`config.mk`:
```
export PLATFORM = sky130hd
export DESIGN_NAME = mem_access_unit
export DESIGN_NICKNAME = d
export VERILOG_FILES = /design/src/rtl/mem_access_unit.sv
export SDC_FILE = /design/constraint.sdc
export NUM_CORES = 1
export LEC_CHECK = 0
export BUFFER_PORTS_ARGS = -buffer_cell sky130_fd_sc_hd__buf_2
export CAP_MARGIN = 20
export CORE_MARGIN = 1
export CORE_UTILIZATION = 57
export CTS_BUF_LIST = sky130_fd_sc_hd__clkbuf_4
export DETAILED_ROUTE_END_ITERATION = 7
export GPL_ROUTABILITY_DRIVEN = 0
export GPL_TIMING_DRIVEN = 0
export PLACE_DENSITY = 0.87
export SETUP_SLACK_MARGIN = 0.1
export SLEW_MARGIN = 0
export SYNTH_ARGS = -nofsm -noshare
export SYNTH_HDL_FRONTEND = slang
export SYNTH_SLANG_ARGS = --single-unit
```
`constraint.sdc`:
```
create_clock -name clk -period 6.39 [get_ports clk]
set_input_delay 0.3195 -clock clk [delete_from_list [all_inputs] [get_ports clk]]
set_output_delay 0.3195 -clock clk [all_outputs]
set_load 0.05 [all_outputs]
```
`src/rtl/mem_access_unit.sv`:
```
// mem_access_unit: bridges MEM-stage load/store requests to a word-wide data
// memory. Sub-word loads are aligned and extended; sub-word stores run a
// read-modify-write. Misaligned or out-of-range accesses fault without
// touching memory.
// Optional build macro: MEM_ACCESS_STATS_EN (load/store completion counters).
module mem_access_unit #(
    parameter int DATA_WIDTH   = 32,
    parameter int MEMORY_DEPTH = 256
) (
    input  logic                  clk,
    input  logic                  reset,
    input  logic                  in_Req,
    input  logic [2:0]            in_Op,
    input  logic [DATA_WIDTH-1:0] in_Address_dw,
    input  logic [DATA_WIDTH-1:0] in_StoreData_dw,
    output logic                  o_Busy,
    output logic                  o_Done,
    output logic                  o_Fault,
    output logic [DATA_WIDTH-1:0] o_LoadData_dw,
    output logic [DATA_WIDTH-1:0] o_MemAddress_dw,
    output logic [DATA_WIDTH-1:0] o_MemWriteData_dw,
    output logic                  o_MemWrite,
    output logic                  o_MemRead,
    input  logic [DATA_WIDTH-1:0] in_MemReadData_dw,
    output logic [15:0]           o_LoadCount,
    output logic [15:0]           o_StoreCount
);

    localparam logic [2:0] OP_LW  = 3'd0;
    localparam logic [2:0] OP_LH  = 3'd1;
    localparam logic [2:0] OP_LHU = 3'd2;
    localparam logic [2:0] OP_LB  = 3'd3;
    localparam logic [2:0] OP_LBU = 3'd4;
    localparam logic [2:0] OP_SW  = 3'd5;
    localparam logic [2:0] OP_SH  = 3'd6;
    localparam logic [2:0] OP_SB  = 3'd7;

    localparam logic [DATA_WIDTH-1:0] LP_DEPTH = DATA_WIDTH'(MEMORY_DEPTH);

    typedef enum logic [1:0] {
        S_IDLE   = 2'd0,
        S_ACCESS = 2'd1,
        S_MERGE  = 2'd2,
        S_DONE   = 2'd3
    } state_t;

    state_t                r_state;
    state_t                w_next_state;
    logic [2:0]            r_op;
    logic [DATA_WIDTH-1:0] r_addr;
    logic [DATA_WIDTH-1:0] r_sdata;
    logic [DATA_WIDTH-1:0] r_merge;
    logic [DATA_WIDTH-1:0] r_load_data;
    logic                  r_fault;
    logic                  w_fault;
    logic                  w_is_load;
    logic [DATA_WIDTH-1:0] w_word_idx;

    // Alignment rule: words need addr[1:0]==0, halfwords need addr[0]==0.
    function automatic logic f_misaligned(input logic [2:0] op, input logic [1:0] lsb);
        case (op)
            OP_LW, OP_SW:         return (lsb != 2'b00);
            OP_LH, OP_LHU, OP_SH: return lsb[0];
            default:              return 1'b0;
        endcase
    endfunction

    // Little-endian lane extraction followed by sign or zero extension.
    function automatic logic [DATA_WIDTH-1:0] f_load_extract(input logic [2:0] op,
                                                             input logic [1:0] lsb,
                                                             input logic [DATA_WIDTH-1:0] word);
        logic [7:0]  b;
        logic [15:0] h;
        b = word[{lsb, 3'b000} +: 8];
        h = word[{lsb[1], 4'b0000} +: 16];
        case (op)
            OP_LH:   return {{(DATA_WIDTH-16){h[15]}}, h};
            OP_LHU:  return {{(DATA_WIDTH-16){1'b0}}, h};
            OP_LB:   return {{(DATA_WIDTH-8){b[7]}}, b};
            OP_LBU:  return {{(DATA_WIDTH-8){1'b0}}, b};
            default: return word;
        endcase
    endfunction

    // Replace the addressed byte or halfword lane of the fetched word.
    function automatic logic [DATA_WIDTH-1:0] f_merge(input logic [2:0] op,
                                                      input logic [1:0] lsb,
                                                      input logic [DATA_WIDTH-1:0] word,
                                                      input logic [DATA_WIDTH-1:0] sd);
        logic [DATA_WIDTH-1:0] m;
        m = word;
        if (op == OP_SB) begin
            m[{lsb, 3'b000} +: 8] = sd[7:0];
        end else begin
            m[{lsb[1], 4'b0000} +: 16] = sd[15:0];
        end
        return m;
    endfunction

    assign w_word_idx      = {2'b00, in_Address_dw[DATA_WIDTH-1:2]};
    assign w_fault         = f_misaligned(in_Op, in_Address_dw[1:0]) || (w_word_idx >= LP_DEPTH);
    assign w_is_load       = (r_op <= OP_LBU);
    assign o_MemAddress_dw = {r_addr[DATA_WIDTH-1:2], 2'b00};
    assign o_LoadData_dw   = r_load_data;

    // State register; reset abandons any access in flight.
    always_ff @(posedge clk or posedge reset) begin
        if (reset) begin
            r_state <= S_IDLE;
        end else begin
            r_state <= w_next_state;
        end
    end

    // Request latch, fault flag, merge word and load result capture.
    always_ff @(posedge clk or posedge reset) begin
        if (reset) begin
            r_op        <= '0;
            r_addr      <= '0;
            r_sdata     <= '0;
            r_fault     <= 1'b0;
            r_merge     <= '0;
            r_load_data <= '0;
        end else begin
            if (r_state == S_IDLE && in_Req) begin
                r_op    <= in_Op;
                r_addr  <= in_Address_dw;
                r_sdata <= in_StoreData_dw;
                r_fault <= w_fault;
            end
            if (r_state == S_ACCESS) begin
                if (w_is_load) begin
                    r_load_data <= f_load_extract(r_op, r_addr[1:0], in_MemReadData_dw);
                end else if (r_op != OP_SW) begin
                    r_merge <= in_MemReadData_dw;
                end
            end
        end
    end

    // Next-state and memory/handshake outputs decoded from the current state.
    always_comb begin
        w_next_state      = r_state;
        o_Busy            = 1'b1;
        o_Done            = 1'b0;
        o_Fault           = 1'b0;
        o_MemRead         = 1'b0;
        o_MemWrite        = 1'b0;
        o_MemWriteData_dw = '0;
        case (r_state)
            S_IDLE: begin
                o_Busy = 1'b0;
                if (in_Req) begin
                    w_next_state = w_fault ? S_DONE : S_ACCESS;
                end
            end
            S_ACCESS: begin
                if (w_is_load) begin
                    o_MemRead    = 1'b1;
                    w_next_state = S_DONE;
                end else if (r_op == OP_SW) begin
                    o_MemWrite        = 1'b1;
                    o_MemWriteData_dw = r_sdata;
                    w_next_state      = S_DONE;
                end else begin
                    o_MemRead    = 1'b1;
                    w_next_state = S_MERGE;
                end
            end
            S_MERGE: begin
                o_MemWrite        = 1'b1;
                o_MemWriteData_dw = f_merge(r_op, r_addr[1:0], r_merge, r_sdata);
                w_next_state      = S_DONE;
            end
            S_DONE: begin
                o_Done       = 1'b1;
                o_Fault      = r_fault;
                w_next_state = S_IDLE;
            end
            default: begin
                w_next_state = S_IDLE;
            end
        endcase
    end

`ifdef MEM_ACCESS_STATS_EN
    logic [15:0] r_load_cnt;
    logic [15:0] r_store_cnt;

    // Saturating counts of completed, non-faulted loads and stores.
    always_ff @(posedge clk or posedge reset) begin
        if (reset) begin
            r_load_cnt  <= '0;
            r_store_cnt <= '0;
        end else if (r_state == S_DONE && !r_fault) begin
            if (w_is_load) begin
                if (r_load_cnt != 16'hFFFF) r_load_cnt <= r_load_cnt + 16'd1;
            end else begin
                if (r_store_cnt != 16'hFFFF) r_store_cnt <= r_store_cnt + 16'd1;
            end
        end
    end

    assign o_LoadCount  = r_load_cnt;
    assign o_StoreCount = r_store_cnt;
`else
    assign o_LoadCount  = 16'h0000;
    assign o_StoreCount = 16'h0000;
`endif

endmodule

```
==> results.sh <==
export IMPL_nets=1120
export IMPL_powerDensity_nw_per_um2=588
export IMPL_drt_initial_drc_count=607
export IMPL_clockBufferDepth=2
export IMPL_fillers=791
export IMPL_synth_seq_cells=134
export IMPL_slew_violations=0
export IMPL_async_flop_share=1.00
export IMPL_netlist_area_leader_share=0.450
export IMPL_port_buffers=200
export IMPL_synthTopCellsByArea="dfrtp_1 45%, mux2_2 17%, buf_4 6.4%"
export IMPL_fin_crit_sh=0.645
export IMPL_grt_pass1_wl_mm=33.5
export IMPL_slowest_delay_ps=490
export IMPL_vias=6935
export IMPL_cts_resized=0
export IMPL_grt_max_degree=89
export IMPL_ys_flop_type="dfrtp_1"
export IMPL_synth_cell_types=56
export IMPL_seqPwrFrac=0.284
export IMPL_cts_root_buf="clkbuf_4"
export IMPL_die_area_sq_um=13500
export IMPL_wl_per_cell_um=18.9
export IMPL_crit_path_start_kind="register"
export IMPL_peakVddDrop_mv=0.411
export IMPL_clockPowerShare=0.096
export IMPL_crit_fanout=10
export IMPL_seqCellArea_sq_um=3350
export IMPL_fmax_mhz=243
export IMPL_critPathMostFrequentCell="buf_2"
export IMPL_leakage_nw=4.64
export IMPL_worstPathCellList="buf_2 > buf_2 > buf_2 > inv_1 > ha_1 > nor3b_1 > nand3_1 > a21oi_1 > a221o_1 > buf_2"
export IMPL_place_ws_ps=3020
export IMPL_cts_tree="done"
export IMPL_viasPerCell=5.81
export IMPL_power_switching_mw=2.98
export IMPL_drt_first_pass_iters=5
export IMPL_hpwlAfterDp_mm=15.6
export IMPL_path_clk_slew_ps=110
export IMPL_grt_overflow=0
export IMPL_synthesis_area_per_instance_sq_um=10.8
export IMPL_die_h_um=116
export IMPL_synth_common_cells="134 x dfrtp_1, 113 x mux2_2, 64 x buf_4, 47 x a21oi_1, 37 x nand2_1"
export IMPL_antenna_found_initial=0
export IMPL_synth_cells=689
export IMPL_period_minus_slack_ps=4120
export IMPL_yosys_area_top_type="dfrtp_1"
export IMPL_antenna_left=0
export IMPL_netlist_area_sq_um=7450
export IMPL_multi_input_area_sq_um=3500
export IMPL_synth_edf_count=0
export IMPL_hold_viol=0
export IMPL_totalWireLength_mm=22.5
export IMPL_clock_sinks=134
export IMPL_htreeDepth=4
export IMPL_worstMarginPinSlew_ps=803
export IMPL_crit_required_ps=6070
export IMPL_start_util=0.588
export IMPL_top_level_ports=235
export IMPL_grt_total_usage=0.333
export IMPL_critPathKind="register to output port"
export IMPL_swShare=0.520
export IMPL_status="completed"
export IMPL_grt_pass1_vias=6800
export IMPL_relSlewSlack=0.465
export IMPL_insertion_delay_ps=570
export IMPL_route_top_layer_used="met4"
export IMPL_cp_top_family="buffers and inverters"
export IMPL_syn2layout_area_growth_pct=30.8
export IMPL_combPwrFrac=0.620
export IMPL_fin_ws_ps=2270
export IMPL_wl_met1_mm=8.38
export IMPL_max_cap_viol_count=0
export IMPL_post_synth_top_count_cell="dfrtp_1"
export IMPL_wl_met3_mm=2.18
export IMPL_die_width_um=116
export IMPL_coreArea_sq_um=12700
export IMPL_cp_num_buf_inv=5
export IMPL_routed_wl_met2_mm=10.9
export IMPL_p_int_mw=2.75
export IMPL_drive_above_1_share=0.428
export IMPL_worstSetupEndpointType="output port"
export IMPL_rsz0062_at_grt="false"
export IMPL_ys_warn_count=0
export IMPL_crit_arrival_ps=3800
export IMPL_cts_buffers=17
export IMPL_crit_path_top_delay_cell="a21oi_1"
export IMPL_hold_path_class="primary input to register"
export IMPL_holdWs_ps=13.8
export IMPL_fin_tns_setup_ps=0
export IMPL_drt_drc_violations_left=0
export IMPL_rows=41
export IMPL_fin_worst_skew_ps=16.5
export IMPL_finalSetupViolCount=0
export IMPL_ys_seq_area_frac=0.450
flip-flops by register name, summed over array words and instances (netlist names):
register	count
r_addr	32
r_merge	32
r_sdata	32
r_op	3
r_fault	1
r_state	2
o_LoadData_dw	32
metal layers:
layer,vias to the layer above,track usage
li1,3062,-
met3,100,0.0856
met5,-,0
met2,436,0.554
met4,0,0.198
met1,3337,0.390
cell type report:
type / instances / area share
diodes: 1 / 0.000257
plain buffers: 106 / 0.0693
clock buffers: 20 / 0.0154
clock inverters: 11 / 0.0113
inverters: 14 / 0.00590
multi-input cells: 468 / 0.359
flip-flops and latches: 134 / 0.344
well taps: 172 / 0.0221
repair buffers: 267 / 0.173
worst paths after layout:
kind	cells past startpoint	end	slack, ps	startpoint
hold reg to reg	2	r_fault$_DFFE_PP0P_	490	r_fault$_DFFE_PP0P_
hold / removal	2	r_addr[28]$_DFFE_PP0P_	10	in_Address_dw[28]
setup reg to reg	5	o_LoadData_dw[7]$_DFFE_PP0P_	4220	r_op[1]$_DFFE_PP0P_
min in group asynchronous	3	r_addr[13]$_DFFE_PP0P_	320	reset
setup / recovery	10	o_MemWriteData_dw[17]	2270	r_addr[1]$_DFFE_PP0P_
max in group asynchronous	4	r_sdata[21]$_DFFE_PP0P_	5290	reset
what timing repair did:
item / CTS / global route
hold buffers: 65 / 1
endpoints found under the setup margin: 0 / 0
setup buffers: 0 / 0
hold endpoints to repair: 111 / 1
cell usage in the layout (no fill, tap or decap), types with 14 or more instances in the layout:
| master | count |
|---|---|
| dfrtp_1 | 134 |
| dlygate4sd3_1 | 66 |
| nor2_1 | 32 |
| o21ai_0 | 22 |
| buf_2 | 218 |
| clkbuf_1 | 14 |
| nand2_1 | 37 |
| buf_4 | 64 |
| clkbuf_4 | 20 |
| nor2b_1 | 17 |
| a21oi_1 | 47 |
| conb_1 | 34 |
| mux2_2 | 113 |
| a211oi_1 | 17 |
logic make-up (layout without fill, tap and decap cells):
| logic type | count (synthesis) | count (layout) | synth area share |
|---|---|---|---|
| compound gates | 164 | 164 | 0.152 |
| simple gates | 135 | 135 | 0.0947 |
| flops | 134 | 134 | 0.450 |
| mux | 123 | 123 | 0.186 |
| buf+inv | 120 | 418 | 0.0977 |
| fa+ha+maj | 10 | 10 | 0.0168 |
| xor+xnor | 2 | 2 | 0.00235 |
| other cells | 1 | 35 | 0.000503 |
stage by stage:
step | util | power, mW | instance area (sq um) | std cells
4_1_cts | 0.769 | 5.64 | 9740 | 1191
5_1_grt | 0.769 | 5.99 | 9750 | 1192
6_report | 0.770 | 5.73 | 9750 | 1193
2_1_floorplan | - | 4.26 | 7580 | 722
3_5_place_dp | 0.697 | 5.07 | 8830 | 1095
3_3_place_gp | 0.694 | 4.97 | 8790 | 1094
power groups by stage:
| stage | Sequential (mW) | Clock, mW | Combinational (mW) |
|---|---|---|---|
| global placement | 1.60 | 0 | 3.37 |
| detailed placement | 1.62 | 0 | 3.45 |
| finish | 1.63 | 0.553 | 3.55 |
| floorplan | 1.87 | 0 | 2.39 |
| global route | 1.66 | 0.588 | 3.74 |
| CTS | 1.60 | 0.553 | 3.49 |
Power figures use the tool's default switching activity.
